### src/rtl/i2c_pkg.sv
// Shared types, constants and frame-length helper for the write-only I2C master.
package i2c_pkg;

  typedef enum logic [2:0] {
    IDLE,
    START,
    BIT,
    STOP,
    DONE
  } state_e;

  localparam int unsigned QUARTERS  = 4;
  localparam int unsigned SLOT_BITS = 9;

  localparam int unsigned QW    = 2;
  localparam int unsigned BITW  = 4;
  localparam int unsigned BYTEW = 3;

  // en periods from the accept tick to the tick on which ack rises
  function automatic int unsigned frame_len(input int unsigned nbytes);
    return QUARTERS + QUARTERS * SLOT_BITS * (nbytes + 1) + QUARTERS;
  endfunction

endpackage

### src/rtl/i2c_quarter_seq.sv
// Quarter / bit-slot / byte counters for the I2C master, advancing only on en ticks.
module i2c_quarter_seq
  import i2c_pkg::*;
#(
  parameter int unsigned NBYTES = 2
) (
  input  logic            clk,
  input  logic            reset,
  input  logic            en,
  input  logic            clr,
  input  logic            step,
  output logic [QW-1:0]   qtr,
  output logic [BITW-1:0] bit_nxt_c,
  output logic            qtr_tc_c,
  output logic            slot_tc_c,
  output logic            frame_tc_c,
  output logic            ack_slot_c
);

  logic [QW-1:0]    qtr_q,  qtr_d;
  logic [BITW-1:0]  bit_q,  bit_d;
  logic [BYTEW-1:0] byte_q, byte_d;

  always_comb begin
    qtr_tc_c   = (qtr_q == QW'(QUARTERS - 1));
    ack_slot_c = (bit_q == BITW'(SLOT_BITS - 1));
    slot_tc_c  = qtr_tc_c && ack_slot_c;
    frame_tc_c = slot_tc_c && (byte_q == BYTEW'(NBYTES));
  end

  // quarter wraps into the bit slot, the ACK slot wraps into the byte
  always_comb begin
    qtr_d  = qtr_q;
    bit_d  = bit_q;
    byte_d = byte_q;
    if (clr) begin
      qtr_d  = '0;
      bit_d  = '0;
      byte_d = '0;
    end else if (step) begin
      if (qtr_tc_c) begin
        qtr_d = '0;
        if (ack_slot_c) begin
          bit_d  = '0;
          byte_d = byte_q + BYTEW'(1);
        end else begin
          bit_d = bit_q + BITW'(1);
        end
      end else begin
        qtr_d = qtr_q + QW'(1);
      end
    end
  end

  always_ff @(posedge clk or posedge reset) begin
    if (reset) begin
      qtr_q  <= '0;
      bit_q  <= '0;
      byte_q <= '0;
    end else if (en) begin
      qtr_q  <= qtr_d;
      bit_q  <= bit_d;
      byte_q <= byte_d;
    end
  end

  assign qtr       = qtr_q;
  assign bit_nxt_c = bit_d;

endmodule

### src/rtl/i2c_master_wr.sv
// Write-only I2C master: START, addr+W, NBYTES data bytes, STOP, then a one-period ack.
// Optional slave-NACK abort is enabled by defining I2C_NACK_CHECK_EN.
module i2c_master_wr
  import i2c_pkg::*;
#(
  parameter int unsigned NBYTES = 2
) (
  input  logic                   clk,
  input  logic                   reset,
  input  logic                   en,
  input  logic [6:0]             addr,
  input  logic [NBYTES-1:0][7:0] wdata,
  input  logic                   req,
  output logic                   ack,
  output logic                   scl_o,
  output logic                   sda_oe,
  input  logic                   sda_i,
  output logic                   nack
);

  localparam int unsigned FRAME_W = 8 * (NBYTES + 1);

  state_e               state_q, state_d;
  logic [FRAME_W-1:0]   sh_q,    sh_d;
  logic                 scl_q,   scl_d;
  logic                 sda_oe_q, sda_oe_d;
  logic                 ack_q,   ack_d;
  logic                 nack_q,  nack_d;

  logic                 seq_clr;
  logic                 seq_step;
  logic [QW-1:0]        qtr;
  logic [BITW-1:0]      bit_nxt_c;
  logic                 qtr_tc_c;
  logic                 slot_tc_c;
  logic                 frame_tc_c;
  logic                 ack_slot_c;

  i2c_quarter_seq #(
    .NBYTES (NBYTES)
  ) u_seq (
    .clk        (clk),
    .reset      (reset),
    .en         (en),
    .clr        (seq_clr),
    .step       (seq_step),
    .qtr        (qtr),
    .bit_nxt_c  (bit_nxt_c),
    .qtr_tc_c   (qtr_tc_c),
    .slot_tc_c  (slot_tc_c),
    .frame_tc_c (frame_tc_c),
    .ack_slot_c (ack_slot_c)
  );

`ifndef I2C_NACK_CHECK_EN
  logic nack_unused;
  assign nack_unused = &{sda_i, ack_slot_c};
`endif

  // Output registers hold the levels of the quarter being entered on this tick.
  always_comb begin
    state_d  = state_q;
    sh_d     = sh_q;
    scl_d    = scl_q;
    sda_oe_d = sda_oe_q;
    ack_d    = 1'b0;
    nack_d   = nack_q;
    seq_clr  = 1'b0;
    seq_step = 1'b0;

    case (state_q)
      IDLE: begin
        scl_d    = 1'b1;
        sda_oe_d = 1'b0;
        if (req) begin
          state_d = START;
          sh_d    = {addr, 1'b0, wdata};
          nack_d  = 1'b0;
          seq_clr = 1'b1;
        end
      end

      START: begin
        if (qtr_tc_c) begin
          state_d  = BIT;
          seq_clr  = 1'b1;
          scl_d    = 1'b0;
          sda_oe_d = ~sh_q[FRAME_W-1];
          sh_d     = {sh_q[FRAME_W-2:0], 1'b0};
        end else begin
          seq_step = 1'b1;
          scl_d    = (qtr != QW'(2));
          sda_oe_d = 1'b1;
        end
      end

      BIT: begin
        if (slot_tc_c && (frame_tc_c || nack_q)) begin
          state_d  = STOP;
          seq_clr  = 1'b1;
          scl_d    = 1'b0;
          sda_oe_d = 1'b1;
        end else begin
          seq_step = 1'b1;
          if (qtr_tc_c) begin
            scl_d = 1'b0;
            // next slot is either the ACK slot (released) or the next data bit
            if (bit_nxt_c == BITW'(SLOT_BITS - 1)) begin
              sda_oe_d = 1'b0;
            end else begin
              sda_oe_d = ~sh_q[FRAME_W-1];
              sh_d     = {sh_q[FRAME_W-2:0], 1'b0};
            end
          end else begin
            scl_d = (qtr != '0);
          end
`ifdef I2C_NACK_CHECK_EN
          if (ack_slot_c && (qtr == QW'(2)) && sda_i) begin
            nack_d = 1'b1;
          end
`endif
        end
      end

      STOP: begin
        if (qtr_tc_c) begin
          state_d  = DONE;
          seq_clr  = 1'b1;
          ack_d    = 1'b1;
          scl_d    = 1'b1;
          sda_oe_d = 1'b0;
        end else begin
          seq_step = 1'b1;
          scl_d    = 1'b1;
          sda_oe_d = (qtr == '0);
        end
      end

      DONE: begin
        state_d  = IDLE;
        scl_d    = 1'b1;
        sda_oe_d = 1'b0;
      end

      default: begin
        state_d  = IDLE;
        scl_d    = 1'b1;
        sda_oe_d = 1'b0;
      end
    endcase
  end

  always_ff @(posedge clk or posedge reset) begin
    if (reset) begin
      state_q  <= IDLE;
      sh_q     <= '0;
      scl_q    <= 1'b1;
      sda_oe_q <= 1'b0;
      ack_q    <= 1'b0;
      nack_q   <= 1'b0;
    end else if (en) begin
      state_q  <= state_d;
      sh_q     <= sh_d;
      scl_q    <= scl_d;
      sda_oe_q <= sda_oe_d;
      ack_q    <= ack_d;
      nack_q   <= nack_d;
    end
  end

  assign ack    = ack_q;
  assign scl_o  = scl_q;
  assign sda_oe = sda_oe_q;
  assign nack   = nack_q;

endmodule

### config.mk
export PLATFORM = sky130hd
export DESIGN_NAME = i2c_master_wr
export DESIGN_NICKNAME = d
export VERILOG_FILES = /design/src/rtl/i2c_pkg.sv /design/src/rtl/i2c_quarter_seq.sv /design/src/rtl/i2c_master_wr.sv
export SDC_FILE = /design/constraint.sdc
export NUM_CORES = 1
export LEC_CHECK = 0
export ABC_AREA = 1
export CORE_MARGIN = 8
export CORE_UTILIZATION = 59
export CTS_CLUSTER_SIZE = 28
export DETAILED_ROUTE_END_ITERATION = 12
export HOLD_SLACK_MARGIN = 0.1
export PLACE_DENSITY_LB_ADDON = 0.05
export SLEW_MARGIN = 20
export SYNTH_ARGS = -nofsm -noshare
export SYNTH_HDL_FRONTEND = slang
export SYNTH_SLANG_ARGS = --single-unit
### constraint.sdc
create_clock -name clk -period 5.27 [get_ports clk]
set_clock_uncertainty 0.2 [all_clocks]
set_input_delay 0.7905 -clock clk [delete_from_list [all_inputs] [get_ports clk]]
set_output_delay 0.7905 -clock clk [all_outputs]
set_load 0.01 [all_outputs]
==> key figures <==
Clock network
  • Post-CTS sizing: 0
  • CTS Sinks: 39
  • H-tree levels: 2
  • CTS tree: yes
  • Post-CTS Setup Repair Bufs: 0
  • Hold-fix buffer count after cts: 0
  • Worst-skew pair later-pin latency: 300 ps
  • Clk slew on worst S/H paths: 90 ps
  • Clock Path Buffers: 2
  • Clock root buffer: clkbuf_8
  • Total CTS buffers: 5

Floorplanning
  • IO Pins: 32
  • Die width: 80.5 um
  • Core Box Area: 4000 um^2
  • Initial Util: 0.614
  • Die area: 6480 um^2
  • Cell Rows: 23
  • Die Span Y: 80.5 um

Synthesis
  • Syn Inst Count: 322
  • Synth unique cells: 36
  • Yosys warnings: 0
  • Mapped Nets: 357
  • Post-Syn Area per Cell: 7.62 um^2
  • Post-Syn Area: 2450 um^2
  • Number of synthesized register bits: 39
  • Post-synthesis sequential area ratio: 0.398

Timing
  • Max Slew Vio Count: 0
  • Final WS setup: 2390 ps
  • Worst Tran Pin Value: 900 ps
  • Final worst path period share: 0.546
  • Fin. Hold Viols: 0
  • Max_slew headroom: 0.398
  • Final setup viols: 0
  • Fin Setup TNS: 0 ps
  • Max Freq: 348 MHz
  • Min Tclk post-route: 2880 ps
  • RSZ-0062 raised after global routing: no

Finish
  • Layout cells sized above 1: 0.158
  • Fill cells: 332
  • Nets: 383
  • ANT cells: 0
  • Commonest non-fill, non-tap cells in the layout: nand2_1, dfrtp_1, nand3_1
  • Most common cell after layout, fill and taps aside: nand2_1
  • Final cell count without fillers: 398
  • Area grow syn2layout: 14.6%
  • Core Util, Final: 0.703

Hold path
  • Hold path depth: 2
  • HP Class: reg2reg

Critical path
  • Slowest library cell on the worst path: nand2_1
  • Crit Path Category: reg2reg
  • Setup crit end kind: flop
  • CP startpoint kind: flop
  • WP data required: 5260 ps
  • Crit-path cells: nor2_2, nand2_1, nand2_1, inv_1, nand2_1, nand2_1, nand3_1, nand2_1
  • Worst path most repeated cell: nand2_1
  • CP max FO: 26
  • Worst path max stage delay: 700 ps
  • FF-to-FF path depth: 8
  • Crit path arrival time: 2870 ps

Drt
  • Initial DRC Count: 151
  • Antenna-violating nets left: 0
  • Final wirelength: 5120 um
  • Wire length per cell: 12.9 um
  • Residual DRC: 0
  • Vias: 2,081
  • Pre-Repair DR Iteration Count: 5
  • DR vias/cell: 5.23

Power and ir drop
  • Pleak: 1.45 nW
  • Internal Power: 0.860 mW
  • Maximum vdd drop: 0.314 mV
  • Switching Share: 0.490
  • Seq pwr share: 0.314
  • Overall Power: 1.68 mW
  • Sw power: 0.825 mW
  • Comb power frac: 0.559
  • Clk pwr share: 0.126
  • PD cells: 599 nW/um^2

Run status
  • Status: finished, final reports clean

Placed design
  • Final HPWL DP: 3460 um
  • Placed insts: 391
  • Dpl ws: 2240 ps
  • Buffers on Ports: 29
  • Placer congestion estimate: 0.844

GRT
  • Met2 Resource Use GR: 0.265
  • Pin count of the biggest net entering global routing: 40
  • GR peak layer: met2
  • Vias in the first global route: 2,031
  • Met1 global-route usage: 0.215
  • M3 GR Usage: 0.0368
  • Global-route wire length before repair: 8780 um
  • Antenna violations before repair: 0
  • Grt ovf: 0
  • All-layer global routing usage: 0.168

Run
  • Max_cap viols: 0
[cells in the mapped netlist]
cell type  instances  area, um^2
conb_1             1        3.75
inv_2              4        15.0
dfrtp_1           38         951
ha_1               7        87.6
o21ai_0           10        50.1
buf_2              6        30.0
nand2_1          130         488
nand3_2            1        10.0
o31ai_1            1        7.51
a21oi_2            1        8.76
nand4_1            2        12.5
nor4_4             1        21.3
clkbuf_1           2        7.51
nor2_1            10        37.5
inv_4              1        6.26
nor3_1             1        5.00
buf_4              1        7.51
nand3b_1           2        15.0
nor2_8             1        20.0
o21ai_1            1        5.00
nand3_4            2        35.0
a21oi_1            5        25.0
o22a_1             1        8.76
nor2_4             5        56.3
xor2_1             1        8.76
buf_12             2        40.0
dfstp_2            1        26.3
nand2_2           25         156
buf_6              1        11.3
a311oi_1           1        8.76
o41ai_1            1        8.76
inv_1             18        67.6
o211ai_1           1        7.51
nor2_2             1        6.26
nand2_4            3        33.8
nand3_1           33         165
[stage by stage]
| stage | hold slack, ps | area, um^2 |
|---|---|---|
| CTS | 282 | 2810 |
| global route | 307 | 2810 |
| finish | 278 | 2810 |
| floorplan | 242 | 2450 |
| global placement | 254 | 2730 |
| detailed placement | 263 | 2730 |
[worst paths after layout]
check	from	to	slack, ps
worst max register to register	state_q[2]	sh_q[23]	2390
worst max-delay path	state_q[2]	sh_q[23]	2390
max in group asynchronous	reset	scl_o	3810
min in group asynchronous	reset	u_seq.bit_q[3]	700
worst min register to register	sh_q[1]	sh_q[1]	280
worst min-delay path	sh_q[1]	sh_q[1]	280
[metal layers]
metal | vias to the layer above | share of wire
met5 | - | 0
met4 | 0 | 0.013
met3 | 7 | 0.046
met2 | 37 | 0.47
met1 | 970 | 0.47
li1 | 1067 | -
[critical path, delay by kind of cell, from the launching register on]
| family | cells | cell delay (ps) |
|---|---|---|
| simple gates | 7 | 1500 |
| flops | 1 | 440 |
| buf+inv | 1 | 600 |
[area by class of cell]
type / instances / area (um^2) / share of cell area
Multi-Input combinational cell: 248 / 1290 / 0.459
Sequential cell: 39 / 977 / 0.347
Timing Repair Buffer: 31 / 305 / 0.108
Inverter: 23 / 88.8 / 0.0316
Clock buffer: 6 / 82.6 / 0.0293
Tap cell: 50 / 62.6 / 0.0222
Clock inverter: 1 / 5.00 / 0.00178
[power groups by stage]
| stage | Sequential [mW] | Combinational [mW] | Clock, mW |
|---|---|---|---|
| CTS | 0.530 | 0.954 | 0.212 |
| global placement | 0.531 | 0.923 | 0 |
| detailed placement | 0.534 | 0.946 | 0 |
| floorplan | 0.520 | 0.808 | 0 |
| finish | 0.529 | 0.942 | 0.213 |
| global route | 0.545 | 1.07 | 0.221 |
[cells by family after synthesis]
| logic type | Yosys count | synth area share |
|---|---|---|
| simple gates | 217 | 0.433 |
| buf+inv | 35 | 0.0754 |
| compound gates | 22 | 0.0530 |
| fa+ha+maj | 7 | 0.0357 |
| other cells | 1 | 0.00153 |
| xor+xnor | 1 | 0.00357 |
| flops | 39 | 0.398 |
[registers in the layout, indices dropped and copies added (netlist names)]
name / flops
ack: 1
u_seq.bit_q: 4
u_seq.qtr: 2
sda_oe: 1
sh_q: 24
state_q: 3
scl_o: 1
u_seq.byte_q: 3
Power figures use the tool's default switching activity.
